<file path="config.mk">
export PLATFORM = sky130hd
export DESIGN_NAME = mem_access_unit_flat
export DESIGN_NICKNAME = d
export VERILOG_FILES = /design/src/rtl/mem_access_unit_if.sv /design/src/rtl/mem_access_unit.sv /design/src/flat_wrapper.sv
export SDC_FILE = /design/constraint.sdc
export NUM_CORES = 1
export LEC_CHECK = 0
export BUFFER_PORTS_ARGS = -buffer_cell sky130_fd_sc_hd__buf_2
export CORE_AREA = 2 2 109 111
export CTS_BUF_LIST = sky130_fd_sc_hd__clkbuf_2
export CTS_CLUSTER_DIAMETER = 50
export DETAILED_ROUTE_END_ITERATION = 8
export DIE_AREA = 0 0 111 113
export PLACE_DENSITY_LB_ADDON = 0.05
export SLEW_MARGIN = 15
export SYNTH_ARGS = -nofsm -noshare
export SYNTH_HDL_FRONTEND = slang
export SYNTH_SLANG_ARGS = --single-unit
export TNS_END_PERCENT = 20
</file>
<file path="constraint.sdc">
create_clock -name clk -period 2 [get_ports clk]
set_clock_uncertainty 0.2 [all_clocks]
set_input_delay 0 -clock clk [delete_from_list [all_inputs] [get_ports clk]]
set_output_delay 0 -clock clk [all_outputs]
set_load 0.05 [all_outputs]
</file>
<file path="src/rtl/mem_access_unit_if.sv">
// Load/store request, response and data-memory bus for mem_access_unit.
// The unit itself is the slave side; the pipeline/memory model is the master.
interface mem_access_unit_if;
    logic        req_valid;
    logic        req_ready;
    logic        req_load;
    logic [1:0]  req_size;
    logic        req_signed;
    logic [31:0] req_addr;
    logic [31:0] req_wdata;
    logic        rsp_valid;
    logic [31:0] rsp_rdata;
    logic        rsp_error;
    logic        mem_enable;
    logic        mem_rw;
    logic [31:0] mem_addr;
    logic [31:0] mem_wdata;
    logic [1:0]  mem_size;
    logic [31:0] mem_rdata;

    modport slave (
        input  req_valid, req_load, req_size, req_signed,
        input  req_addr, req_wdata, mem_rdata,
        output req_ready, rsp_valid, rsp_rdata, rsp_error,
        output mem_enable, mem_rw, mem_addr, mem_wdata, mem_size
    );

    modport master (
        output req_valid, req_load, req_size, req_signed,
        output req_addr, req_wdata, mem_rdata,
        input  req_ready, rsp_valid, rsp_rdata, rsp_error,
        input  mem_enable, mem_rw, mem_addr, mem_wdata, mem_size
    );
endinterface

</file>
<file path="src/rtl/mem_access_unit.sv">
// Load/store unit: registers one request, runs a SETUP/STROBE cycle on the
// data memory and returns an extended load result or an error pulse.
module mem_access_unit (
    input  logic              clk,
    input  logic              rst_n,
    mem_access_unit_if.slave  bus
);
    typedef enum logic [1:0] {IDLE, SETUP, STROBE, RESP} state_t;

    state_t      r_state;
    state_t      w_next;
    logic        r_live;
    logic        r_store;
    logic        r_signed;
    logic        r_err;
    logic [1:0]  r_size;
    logic [31:0] r_addr;
    logic [31:0] r_wdata;
    logic [31:0] r_rdata;

    logic        w_accept;
    logic        w_err;
    logic [32:0] w_span;
    logic [32:0] w_last;
    logic [31:0] w_ext;

    assign w_accept = bus.req_valid & bus.req_ready;

    always_comb begin
        w_span = 33'd3;
        unique case (1'b1)
            bus.req_size == 2'b00: w_span = 33'd0;
            bus.req_size == 2'b01: w_span = 33'd1;
            default:               w_span = 33'd3;
        endcase
    end

    // Widened sum so addresses near 2^32 cannot wrap back into range
    assign w_last = {1'b0, bus.req_addr} + w_span;

    assign w_err = (bus.req_size == 2'b11)
                 | ((bus.req_size == 2'b01) & bus.req_addr[0])
                 | ((bus.req_size == 2'b10) & (bus.req_addr[1:0] != 2'b00))
                 | (w_last > 33'd255);

    always_comb begin
        w_ext = bus.mem_rdata;
        unique case (1'b1)
            r_size == 2'b00:
                w_ext = {{24{r_signed & bus.mem_rdata[7]}}, bus.mem_rdata[7:0]};
            r_size == 2'b01:
                w_ext = {{16{r_signed & bus.mem_rdata[15]}}, bus.mem_rdata[15:0]};
            default:
                w_ext = bus.mem_rdata;
        endcase
    end

    always_comb begin
        w_next = r_state;
        unique case (r_state)
            IDLE:    if (w_accept) w_next = w_err ? RESP : SETUP;
            SETUP:   w_next = STROBE;
            STROBE:  w_next = RESP;
            RESP:    w_next = IDLE;
            default: w_next = IDLE;
        endcase
    end

    always_ff @(posedge clk or negedge rst_n) begin
        if (!rst_n) begin
            r_state  <= IDLE;
            r_live   <= 1'b0;
            r_store  <= 1'b0;
            r_signed <= 1'b0;
            r_err    <= 1'b0;
            r_size   <= 2'b00;
            r_addr   <= '0;
            r_wdata  <= '0;
            r_rdata  <= '0;
        end else begin
            r_state <= w_next;
            r_live  <= 1'b1;
            if (w_accept) begin
                r_store  <= ~bus.req_load;
                r_signed <= bus.req_signed;
                r_err    <= w_err;
                r_size   <= bus.req_size;
                r_addr   <= bus.req_addr;
                r_wdata  <= bus.req_wdata;
                r_rdata  <= '0;
            end
            if (r_state == STROBE && !r_store)
                r_rdata <= w_ext;
        end
    end

    // Memory bus is a straight view of the held request, so it cannot move mid-strobe
    assign bus.req_ready  = r_live & (r_state == IDLE);
    assign bus.rsp_valid  = (r_state == RESP);
    assign bus.rsp_error  = (r_state == RESP) & r_err;
    assign bus.rsp_rdata  = (r_state == RESP) ? r_rdata : 32'd0;
    assign bus.mem_enable = (r_state == STROBE);
    assign bus.mem_rw     = r_store;
    assign bus.mem_addr   = r_addr;
    assign bus.mem_wdata  = r_wdata;
    assign bus.mem_size   = r_size;
endmodule

</file>
<file path="src/flat_wrapper.sv">
// flat-port wrapper written by rule: the top's interface ports become plain ports
module mem_access_unit_flat 
  (clk, rst_n, bus_req_valid, bus_req_load, bus_req_size, bus_req_signed, bus_req_addr, bus_req_wdata, bus_mem_rdata, bus_req_ready, bus_rsp_valid, bus_rsp_rdata, bus_rsp_error, bus_mem_enable, bus_mem_rw, bus_mem_addr, bus_mem_wdata, bus_mem_size);
  mem_access_unit_if bus_i ();
  input  logic clk;
  input  logic rst_n;
  input wire logic [$bits(bus_i.req_valid)-1:0] bus_req_valid;
  input wire logic [$bits(bus_i.req_load)-1:0] bus_req_load;
  input wire logic [$bits(bus_i.req_size)-1:0] bus_req_size;
  input wire logic [$bits(bus_i.req_signed)-1:0] bus_req_signed;
  input wire logic [$bits(bus_i.req_addr)-1:0] bus_req_addr;
  input wire logic [$bits(bus_i.req_wdata)-1:0] bus_req_wdata;
  input wire logic [$bits(bus_i.mem_rdata)-1:0] bus_mem_rdata;
  output wire logic [$bits(bus_i.req_ready)-1:0] bus_req_ready;
  output wire logic [$bits(bus_i.rsp_valid)-1:0] bus_rsp_valid;
  output wire logic [$bits(bus_i.rsp_rdata)-1:0] bus_rsp_rdata;
  output wire logic [$bits(bus_i.rsp_error)-1:0] bus_rsp_error;
  output wire logic [$bits(bus_i.mem_enable)-1:0] bus_mem_enable;
  output wire logic [$bits(bus_i.mem_rw)-1:0] bus_mem_rw;
  output wire logic [$bits(bus_i.mem_addr)-1:0] bus_mem_addr;
  output wire logic [$bits(bus_i.mem_wdata)-1:0] bus_mem_wdata;
  output wire logic [$bits(bus_i.mem_size)-1:0] bus_mem_size;
  assign bus_i.req_valid = bus_req_valid;
  assign bus_i.req_load = bus_req_load;
  assign bus_i.req_size = bus_req_size;
  assign bus_i.req_signed = bus_req_signed;
  assign bus_i.req_addr = bus_req_addr;
  assign bus_i.req_wdata = bus_req_wdata;
  assign bus_i.mem_rdata = bus_mem_rdata;
  assign bus_req_ready = bus_i.req_ready;
  assign bus_rsp_valid = bus_i.rsp_valid;
  assign bus_rsp_rdata = bus_i.rsp_rdata;
  assign bus_rsp_error = bus_i.rsp_error;
  assign bus_mem_enable = bus_i.mem_enable;
  assign bus_mem_rw = bus_i.mem_rw;
  assign bus_mem_addr = bus_i.mem_addr;
  assign bus_mem_wdata = bus_i.mem_wdata;
  assign bus_mem_size = bus_i.mem_size;
  mem_access_unit u_core (.clk(clk), .rst_n(rst_n), .bus(bus_i));
endmodule
</file>
Word-level counts from Yosys, hierarchy flattened
Index checks and enable logic that the tools add are counted.
W data, S select, Z words.
{"block": "classes", "magnitude_cmp": 1, "muxes": 8, "n_addsub": 1, "eq_ne": 8, "bitwise": 11, "reduce_logical": 7}
{"op": "$mux W32", "count": 3}
{"op": "$pmux W32 S2", "count": 1}
{"op": "$add A32 B2 Y33", "count": 1}
{"op": "$gt A33 B8 Y1 const B", "count": 1}
{"op": "$eq A2 B2 Y1 const B", "count": 4}
{"op": "$pmux W2 S4", "count": 1}
{"op": "$and A1 B1 Y1", "count": 7}
{"op": "$eq A2 B1 Y1 const B", "count": 3}
{"op": "$logic_not A2 Y1", "count": 3}
{"op": "$mux W2", "count": 2}
{"op": "$pmux W2 S2", "count": 1}
{"op": "$reduce_bool A2 Y1", "count": 2}
{"op": "$or A1 B1 Y1", "count": 3}
{"op": "$ne A2 B1 Y1 const B", "count": 1}
{"op": "$logic_and A1 B1 Y1", "count": 1}
{"op": "$logic_not A1 Y1", "count": 1}
{"op": "$not A1 Y1", "count": 1}
{"block": "word_totals", "output_inout_bits": 103, "word_cells": 45, "regBits": 104}

Depth between registers and ports, before layout
Gate-level depths: netlist of run 1.
{"block": "depth", "ltp_word": 8, "depth_mapped": 11, "depth_no_buf": 10}

Least setup slack after synthesis of run 1
OpenSTA, ideal clock, no wires.
{"block": "synth_timing", "path_kind": "register -> register", "start": "register u_core.r_state[0]", "end": "register u_core.r_rdata[21]", "synth_period_minus_slack_ns": 2.342, "setup_time_ns": 0.121, "arrival_time_ns": 2.021, "required_ns": 1.679, "slack_ns": -0.342, "stages_incl_launch_ff": 8, "cell_sequence": "dfrtp_1 -> inv_1 -> ha_1 -> nor2b_1 -> clkbuf_1 -> a21oi_1 -> clkbuf_1 -> a22o_1"}
{"item": "start, declared", "line_no": "mem_access_unit.sv:10", "text": "state_t r_state;"}
{"item": "start signal, assigned", "line_no": "mem_access_unit.sv:81", "text": "r_state <= w_next;"}
{"item": "$eq A2 B2 Y1 *"}
{"item": "net bus_mem_enable", "line_no": "flat_wrapper.sv:18", "text": "output wire logic [$bits(bus_i.mem_enable)-1:0] bus_mem_enable;"}
{"item": "$logic_and A1 B1 Y1 *", "line_no": "mem_access_unit.sv:92", "text": "if (r_state == STROBE && !r_store)"}
{"item": "$mux W32 / $reduce_bool A2 Y1 (equally long branches)"}
{"item": "end signal, assigned", "line_no": "mem_access_unit.sv:93", "text": "r_rdata <= w_ext;"}
{"item": "end, declared", "line_no": "mem_access_unit.sv:19", "text": "logic [31:0] r_rdata;"}
The timed path passes the listed nets; every way through them passes the cells marked *.
A chain may end at the register's enable or synchronous reset.

Worst setup path in the final report of run 1
{"block": "layout_timing", "start": "input port bus_req_addr[6]", "end": "register u_core.r_state[1]"}
{"block": "layout_via", "elab_chain_len": 6}
{"item": "start, declared", "line_no": "flat_wrapper.sv:11", "text": "input wire logic [$bits(bus_i.req_addr)-1:0] bus_req_addr;"}
{"item": "$add A32 B2 Y33", "line_no": "mem_access_unit.sv:39", "text": "assign w_last = {1'b0, bus.req_addr} + w_span;"}
{"item": "$gt A33 B8 Y1", "line_no": "mem_access_unit.sv:44", "text": "| (w_last > 33'd255);"}
{"item": "$or A1 B1 Y1", "line_no": "mem_access_unit.sv:44"}
{"item": "$mux W2 (2 in series)", "line_no": "mem_access_unit.sv:61", "text": "IDLE: if (w_accept) w_next = w_err ? RESP : SETUP;"}
{"item": "$pmux W2 S4", "line_no": "mem_access_unit.sv:60", "text": "unique case (r_state)"}
Every way passes these cells. The select of a mux whose other input is x is not followed.

==> impl_results.rst, run 1 <==
.. list-table::
   :header-rows: 1

   * - Metric
     - Value
   * - Final period util
     - 102.1%
   * - Vias after detailed routing
     - 4996
   * - Top_reg_cell synth
     - sky130_fd_sc_hd__dfrtp_1
   * - Count of final max-slew check failures
     - 0
   * - Residual overflow from global routing
     - 0
   * - Share of synthesized flip-flops with an asynchronous set or reset
     - 100.0%
   * - Clock latency reported for the late side of the worst-skew pair
     - 600 ps
   * - Cell with the most instances after synthesis
     - sky130_fd_sc_hd__dfrtp_1
   * - Die Outline Area
     - 0.01254 mm2
   * - Cell area after technology mapping
     - 0.004994 mm2
   * - Area growth from synthesis to layout
     - 71.81%
   * - Detailed-placement wirelength estimate
     - 9433 um
   * - Startpoint of the lowest-slack hold path
     - bus_req_addr[16]
   * - Aggregate negative setup slack
     - -81.55 ps
   * - Synth top area share
     - 52.12%
   * - Min-Delay Path Class
     - in -> reg
   * - Count of cell types in the netlist
     - 44
   * - Number of synthesized flops with an enable pin
     - 0
   * - Worst path required time
     - 2290 ps
   * - Fraction of layout cells with a size suffix above 1
     - 45.48%
   * - Final period demand of the worst path
     - 2043 ps
   * - Worst Hold Endpoint
     - u_core.bus.mem_addr[16]$_DFFE_PN0P_
   * - Ports placed on the boundary
     - 206
   * - Horizontal extent of the die
     - 111 um
   * - Clock root buffer
     - sky130_fd_sc_hd__clkbuf_2
   * - Slew @ Worst Pin
     - 703.1 ps
   * - Per-cell via count in the routed design
     - 5.140
   * - Largest fanout on the critical path
     - 6
   * - Placement-stage worst setup slack
     - -545.4 ps
   * - Synth cell count leaders
     - sky130_fd_sc_hd__dfrtp_1, sky130_fd_sc_hd__mux2_2, sky130_fd_sc_hd__and2_1
   * - Clock Path Buffers
     - 2
   * - Final worst-path setup slack
     - -42.89 ps
   * - Hold-critical path depth
     - 3
   * - Violation count after the first detailed-route iteration
     - 420
   * - Synthesized area per cell
     - 11.37 um2
   * - First drt pass iteration count
     - 5
   * - Endpoint of the worst-slack reg-to-reg timing path
     - u_core.bus.mem_wdata[29]$_DFFE_PN0P_
   * - Gate Count Post-Synth
     - 439
   * - Post-layout nets
     - 935
   * - Ant. Diodes
     - 0
   * - Failing checks
     - negative setup slack
   * - Switching power as a share of total power
     - 50.85%
   * - Die height
     - 113 um
   * - Maximum number of pins on one net before global-route repair
     - 39
   * - Cell types occupying the most area after synthesis
     - sky130_fd_sc_hd__dfrtp_1, sky130_fd_sc_hd__mux2_2, sky130_fd_sc_hd__and2_1, sky130_fd_sc_hd__a22o_1, sky130_fd_sc_hd__nand2_1
   * - Starting utilization of the core area
     - 44.30%
   * - Sw Pwr
     - 6055 uW
   * - Design internal power
     - 5853 uW
   * - Setup repair after global routing missed its margin
     - true
   * - Global-route usage over all layers
     - 24.77%
   * - Power Dens Cells
     - 1388 mW/mm2
   * - Leading area contributor after synthesis
     - sky130_fd_sc_hd__dfrtp_1
   * - Htree depth
     - 3
   * - Static leakage
     - 0.004096 uW
   * - RePlAce Congestion
     - 0.8899
   * - Number of synthesized register bits
     - 104
   * - Sequential-to-total area share from yosys stat
     - 52.12%
   * - Launch point of the worst reg-to-reg path
     - u_core.r_state[0]$_DFFE_PN0P_
   * - Relative contribution of combinational cells to total power
     - 61.5%
   * - Category of the critical setup timing path
     - in -> reg
   * - FF-to-FF path depth
     - 7
   * - Number of cell rows
     - 39
   * - Antenna-violating nets left
     - 0
   * - Aggregate routed wire length
     - 16500 um
   * - Clk pin slew, worst setup/hold paths
     - 240 ps
   * - CTS tree
     - built
   * - Clk pwr share
     - 8.2%
   * - Number of antenna violations at the first check in global routing
     - 0
   * - Final Hold Fails
     - 0
   * - Core Area
     - 0.01127 mm2
   * - Worst-case headroom to the max-slew limit
     - 53.07%
   * - Startpoint type of the worst setup path
     - input port
   * - Worst path arrival time
     - 2330 ps
   * - Port Buffer Count
     - 205
   * - Global-route wire length before repair
     - 25210 um
   * - Share of power burned in registers
     - 30.3%
   * - Post-synth net total
     - 549
   * - Max frequency
     - 489.5 MHz
   * - Maximum Capacitance Violations
     - 0
   * - Syn. warnings
     - 0
   * - Average wire per standard cell
     - 16.97 um
   * - Critical path capture point type
     - flip-flop
   * - CTS Buf Count
     - 9
   * - Count of clock tree sinks
     - 104
   * - Final count of negative-setup-slack endpoints
     - 2
   * - Peak supply drop
     - 0.001056 V
   * - Launch point of the worst path
     - bus_req_addr[6]
   * - Setup slack on the worst flop-to-flop path
     - 50 ps
   * - Final routed DRC violation total
     - 0
   * - Number of global-route vias before repair
     - 5102
   * - Status
     - complete, but fails checks
==> how the worst max path moves through the flow <==
stage | to | slack (ps) | cells after the start
2_1_floorplan | u_core.r_err$_DFFE_PN0P_ | -180 | 10
3_3_place_gp | u_core.r_state[1]$_DFFE_PN0P_ | -510 | 11
3_5_place_dp | u_core.r_state[1]$_DFFE_PN0P_ | -550 | 11
4_1_cts | bus_req_ready | -90 | 5
5_1_grt | u_core.r_err$_DFFE_PN0P_ | -100 | 9
6_report | u_core.r_state[1]$_DFFE_PN0P_ | -40 | 9
==> power by group through the flow <==
stage | Clock (uW) | Sequential (uW) | Combinational (uW)
global placement | 0 | 3560 | 6550
detailed placement | 0 | 3610 | 6610
finish | 972 | 3610 | 7330
global route | 1080 | 3730 | 7690
CTS | 996 | 3570 | 6940
floorplan | 0 | 6010 | 2460
==> logic make-up (layout without fill, tap and decap cells) <==
kind of cell	count (synthesis)	in the layout	share of synthesized area (%)
other	1	1	0.07510
AO/OA/AOI/OAI	69	69	9.597
buffers and inverters	29	419	2.480
XOR/XNOR	4	4	0.7017
multiplexers	69	69	15.51
AND/OR/NAND/NOR	156	156	17.61
flip-flops	104	104	52.12
adder cells (fa/ha/maj)	7	7	1.904
==> metrics by stage <==
stage	hold slack (ps)	utilization, %	power (uW)	instance area, um2	std cells
CTS	-1.063	72.38	11500	8159	965
floorplan	-495.6	-	8470	5021	439
detailed placement	-257.5	57.42	10210	6472	800
global route	1.608	76.11	12500	8579	972
finish	35.60	76.11	11910	8579	972
global placement	-253.0	57.42	10110	6472	800
==> repair_timing <==
item | in CTS | in global routing
resized for setup | 28 | 92
endpoints found under the setup margin | 73 | 94
gates cloned | 0 | 2
pin swaps | 2 | 6
endpoints found under the hold margin | 207 | 3
setup buffers | 1 | 2
hold buffers | 149 | 5
==> metal layers <==
metal	GRT usage (%)	wire length (um)	up-vias
met5	0	0	-
met2	41.68	8126	225
met1	32.05	6938	2402
met3	6.320	1105	29
met4	7.000	328	0
li1	-	-	2340
==> worst max-delay path, cell delays in order <==
cell	delay [ps]
sky130_fd_sc_hd__buf_2	70
sky130_fd_sc_hd__dlygate4sd3_1	600
sky130_fd_sc_hd__nand4_4	140
sky130_fd_sc_hd__or3_4	410
sky130_fd_sc_hd__or4_1	510
sky130_fd_sc_hd__nand3_1	140
sky130_fd_sc_hd__o311ai_2	140
sky130_fd_sc_hd__nor4_4	210
sky130_fd_sc_hd__o21ai_1	90
==> flip-flops by register name (all words and copies together) (netlist names) <==
| name | flops |
|---|---|
| u_core.bus.mem_size | 2 |
| u_core.r_signed | 1 |
| u_core.r_err | 1 |
| u_core.r_rdata | 32 |
| u_core.bus.mem_rw | 1 |
| u_core.r_live | 1 |
| u_core.bus.mem_addr | 32 |
| u_core.bus.mem_wdata | 32 |
| u_core.r_state | 2 |
==> cell type report <==
| class | instances | area [um2] |
|---|---|---|
| Clock buffer | 11 | 55.05 |
| Fill cell | 748 | 2693 |
| Inverter | 4 | 15.01 |
| Tap cell | 143 | 178.9 |
| Sequential cell | 104 | 2603 |
| Multi-Input combinational cell | 306 | 2471 |
| Timing Repair Buffer | 400 | 3211 |
| Clock inverter | 4 | 46.29 |
==> cell usage in the layout, fill, tap and decap left out, drive strengths merged, types with 2 or more instances in the layout <==
cell type,netlist,routed
a21oi,13,13
a22o,16,16
a31o,8,8
and2,35,35
and3,8,8
and4,2,2
buf,2,247
clkbuf,23,13
clkinv,0,3
dfrtp,104,104
dlygate4sd3,0,151
ha,6,6
inv,4,4
mux2,67,67
mux2i,2,2
nand2,32,32
nand2b,18,18
nand3,22,22
nand3b,2,2
nand4,7,7
nor2,11,11
nor2b,2,2
nor3,6,6
nor3b,3,3
nor4,5,5
o2111ai,3,3
o21ai,19,19
o31ai,3,3
xnor2,3,3
(Power assumes the default switching activity.)
==> inputs of run 2 (changes only) <==
- CORE_AREA: 2 2 109 111 -> 8 8 115 117
- DIE_AREA: 0 0 111 113 -> 0 0 123 125
- TNS_END_PERCENT: 20 -> unset
==> impl_results.rst, run 2 <==
.. list-table::
   :header-rows: 1

   * - Metric
     - Value
   * - Count of clock tree sinks
     - 104
   * - Synth cell count leaders
     - sky130_fd_sc_hd__dfrtp_1, sky130_fd_sc_hd__mux2_2, sky130_fd_sc_hd__and2_1
   * - Gate Count Post-Synth
     - 439
   * - Starting utilization of the core area
     - 43.01%
   * - Sequential-to-total area share from yosys stat
     - 52.12%
   * - Status
     - aborted with a tool error
   * - Resized cells post-CTS
     - 82
   * - Hold buffer count at CTS
     - 165
   * - Stage at which the flow ended
     - 4_1_cts
   * - Total setup buffers inserted after CTS
     - 2
   * - Count of cell types in the netlist
     - 44
   * - RePlAce Congestion
     - 0.8778
   * - Leading area contributor after synthesis
     - sky130_fd_sc_hd__dfrtp_1
   * - Clock root buffer
     - sky130_fd_sc_hd__clkbuf_2
   * - Die height
     - 125 um
   * - Synthesized area per cell
     - 11.37 um2
   * - Htree depth
     - 3
   * - Post-synth net total
     - 549
   * - Error text reported by the tool
     - [ERROR RSZ-0060] Max buffer count reached.
   * - Top_reg_cell synth
     - sky130_fd_sc_hd__dfrtp_1
   * - Cell area after technology mapping
     - 0.004994 mm2
   * - Share of synthesized flip-flops with an asynchronous set or reset
     - 100.0%
   * - Syn. warnings
     - 0
   * - Ports placed on the boundary
     - 206
   * - Number of synthesized register bits
     - 104
   * - CTS Buf Count
     - 9
   * - Detailed-placement wirelength estimate
     - 10890 um
   * - Horizontal extent of the die
     - 123 um
   * - Synth top area share
     - 52.12%
   * - Clock Path Buffers
     - 2
   * - Cell types occupying the most area after synthesis
     - sky130_fd_sc_hd__dfrtp_1, sky130_fd_sc_hd__mux2_2, sky130_fd_sc_hd__and2_1, sky130_fd_sc_hd__a22o_1, sky130_fd_sc_hd__nand2_1
   * - Number of cell rows
     - 40
   * - Cell with the most instances after synthesis
     - sky130_fd_sc_hd__dfrtp_1
   * - Port Buffer Count
     - 205
   * - Number of synthesized flops with an enable pin
     - 0
==> run 2: cell counts after synthesis <==
Identical to the previous run, type by type.
==> run 2: metrics by stage <==
step,instance area (um2),instances,hold slack (ps),setup slack (ps),setup TNS (ps)
after floorplan,5029,439,-495.6,-175.8,-2442
after global placement,6477,804,-227.1,-442.3,-2356
after detailed placement,6477,804,-225.0,-522.0,-2770
==> run 2: cells by family after synthesis <==
kind of cell / Yosys count / share of synthesized area, %
AOI/OAI and AO/OA: 69 / 9.597
xor gates and xnor gates: 4 / 0.7017
adders and majority gates: 7 / 1.904
buffers and inverters: 29 / 2.480
DFF: 104 / 52.12
muxes: 69 / 15.51
other: 1 / 0.07510
and+or+nand+nor: 156 / 17.61
==> inputs of run 3 (changes only) <==
- CORE_AREA: 8 8 115 117 -> 8 8 121 123
- CTS_BUF_LIST: sky130_fd_sc_hd__clkbuf_2 -> unset
- CTS_CLUSTER_DIAMETER: 50 -> unset
- DIE_AREA: 0 0 123 125 -> 0 0 129 131
- PLACE_DENSITY_LB_ADDON: 0.05 -> 0.15
- clock period: 2 -> 2.6 ns (I/O delays scaled with it)
==> impl_results.rst, run 3 (same netlist as run 1, synthesis figures left out) <==
.. list-table::
   :header-rows: 1

   * - Metric
     - Value
   * - Clk pwr share
     - 14.8%
   * - Clock Path Buffers
     - 2
   * - Final Hold Fails
     - 0
   * - Category of the critical setup timing path
     - in -> reg
   * - Kind of cell with the highest combined delay on the critical path
     - simple AND/OR/NAND/NOR gates
   * - Startpoint type of the worst setup path
     - input port
   * - Global-route wire length before repair
     - 24810 um
   * - Maximum Capacitance Violations
     - 0
   * - Total setup buffers inserted after CTS
     - 0
   * - Area growth from synthesis to layout
     - 54.40%
   * - Slew @ Worst Pin
     - 1111 ps
   * - Min-Delay Path Class
     - in -> reg
   * - Count of final max-slew check failures
     - 0
   * - Final period demand of the worst path
     - 2449 ps
   * - Final core utilization
     - 59.88%
   * - Clk pin slew, worst setup/hold paths
     - 70 ps
   * - Combined flip-flop and latch cell area
     - 0.002603 mm2
   * - Power Dens Cells
     - 1217 mW/mm2
   * - Final period util
     - 94.19%
   * - Vias after detailed routing
     - 4551
   * - Violation count after the first detailed-route iteration
     - 294
   * - Antenna-violating nets left
     - 0
   * - Worst-case headroom to the max-slew limit
     - 25.66%
   * - Number of global-route vias before repair
     - 4912
   * - Setup repair after global routing missed its margin
     - false
   * - Core Area
     - 0.01287 mm2
   * - Port Buffer Count
     - 205
   * - Ports placed on the boundary
     - 206
   * - Placed instance count
     - 805
   * - Final worst-path setup slack
     - 150.9 ps
   * - Number of cell rows
     - 42
   * - Global-route usage over all layers
     - 18.45%
   * - Sw Pwr
     - 4594 uW
   * - Clock root buffer
     - sky130_fd_sc_hd__clkbuf_16
   * - Fraction of layout cells with a size suffix above 1
     - 42.27%
   * - Count of clock tree sinks
     - 104
   * - Worst path required time
     - 2620 ps
   * - Final count of negative-setup-slack endpoints
     - 0
   * - Aggregate routed wire length
     - 15260 um
   * - Number of antenna violations at the first check in global routing
     - 0
   * - CTS tree
     - built
   * - First drt pass iteration count
     - 4
   * - Number of buffer and inverter stages on the critical path
     - 2
   * - Design internal power
     - 4790 uW
   * - Static leakage
     - 0.003731 uW
   * - Relative contribution of combinational cells to total power
     - 55.8%
   * - Final routed DRC violation total
     - 0
   * - Crit-path max cell delay
     - 530 ps
   * - Share of power burned in registers
     - 29.4%
   * - Die height
     - 131 um
   * - Residual overflow from global routing
     - 0
   * - Peak supply drop
     - 0.0007070 V
   * - Placement-stage worst setup slack
     - -47.27 ps
   * - CTS Buf Count
     - 9
   * - Largest fanout on the critical path
     - 10
   * - RePlAce Congestion
     - 0.8914
   * - Status
     - finished clean
   * - Top library cells by usage in the layout, fill and taps aside
     - sky130_fd_sc_hd__buf_2, sky130_fd_sc_hd__dlygate4sd3_1, sky130_fd_sc_hd__dfrtp_1
   * - Maximum number of pins on one net before global-route repair
     - 63
   * - Horizontal extent of the die
     - 129 um
   * - Per-cell via count in the routed design
     - 4.878
   * - Critical path capture point type
     - flip-flop
   * - Most common cell type on the critical path
     - sky130_fd_sc_hd__nor4_2
   * - Max frequency
     - 408.3 MHz
   * - Area taken by multi-input logic gates
     - 0.002303 mm2
   * - Worst path arrival time
     - 2470 ps
   * - Post-layout nets
     - 862
   * - Filler instances
     - 1075
   * - Worst-case hold slack
     - 210.8 ps
   * - Detailed-placement wirelength estimate
     - 10730 um
   * - Sequence of cells on the critical path
     - dlygate4sd3_1, buf_2, nand3_1, or3_4, nor4_2, xnor2_1, nand4_1, nor4_2, o21ai_1
   * - Average wire per standard cell
     - 16.36 um
   * - Switching power as a share of total power
     - 48.96%
   * - Starting utilization of the core area
     - 38.79%
   * - Non-filler cells, final
     - 933
   * - Ant. Diodes
     - 0
   * - Most frequent standard cell in the layout excluding fill and tap cells
     - sky130_fd_sc_hd__buf_2
   * - Clock latency reported for the late side of the worst-skew pair
     - 340 ps
   * - Post-layout total power
     - 9384 uW
   * - Htree depth
     - 3
   * - Die Outline Area
     - 0.01690 mm2
   * - Slowest CP cell
     - sky130_fd_sc_hd__dlygate4sd3_1
run 3: worst paths after layout:
path | start | end | slack (ps) | cells after the start
worst max-delay path | bus_req_addr[3] | u_core.r_state[1]$_DFFE_PN0P_ | 150 | 9
worst min-delay path | bus_req_wdata[14] | u_core.bus.mem_wdata[14]$_DFFE_PN0P_ | 210 | 3
worst max register to register | u_core.r_state[1]$_DFFE_PN0P_ | u_core.bus.mem_rw$_DFFE_PN0P_ | 330 | 7
worst min register to register | u_core.bus.mem_addr[9]$_DFFE_PN0P_ | u_core.bus.mem_addr[9]$_DFFE_PN0P_ | 280 | 2
max in group asynchronous | rst_n | u_core.r_rdata[20]$_DFFE_PN0P_ | 760 | 4
min in group asynchronous | rst_n | u_core.r_rdata[25]$_DFFE_PN0P_ | 520 | 3
run 3: final cells by class:
class | count | area share (%)
flip-flops and latches | 104 | 33.76
well taps | 176 | 2.856
repair buffers | 327 | 29.34
clock buffers | 10 | 3.100
inverters | 4 | 0.1947
clock inverters | 6 | 0.8763
multi-input cells | 306 | 29.88
run 3: tightest hold or removal path: stages:
cell                            delay, ps
sky130_fd_sc_hd__dlygate4sd3_1        520
sky130_fd_sc_hd__buf_2                 90
sky130_fd_sc_hd__mux2_2               120
run 3: per-stage QoR:
step,area [um2],TNS (ps)
after detailed placement,6257,-62.44
after floorplan,4994,0
after global placement,6254,0
after global routing,7710,0
final,7710,0
after CTS,7685,0
run 3: what timing repair did:
action / CTS / global route
setup endpoints to repair: 0 / 2
gates resized for setup: 0 / 4
hold buffers: 112 / 0
hold endpoints to repair: 207 / 0
run 3: layer usage:
metal	share of wire, %	GRT usage [%]	up-vias
met5	0	0	-
met4	1.8	7.049	0
met3	8.6	5.966	18
met2	47	30.36	172
met1	42	22.11	2172
li1	-	-	2189
run 3: power by group through the flow:
stage / clock network [uW] / logic, uW / registers [uW]
after floorplan: 0 / 1890 / 4620
after global placement: 0 / 4980 / 2730
after detailed placement: 0 / 5030 / 2780
after CTS: 1440 / 5280 / 2760
after global routing: 1500 / 5560 / 2870
final: 1390 / 5240 / 2760
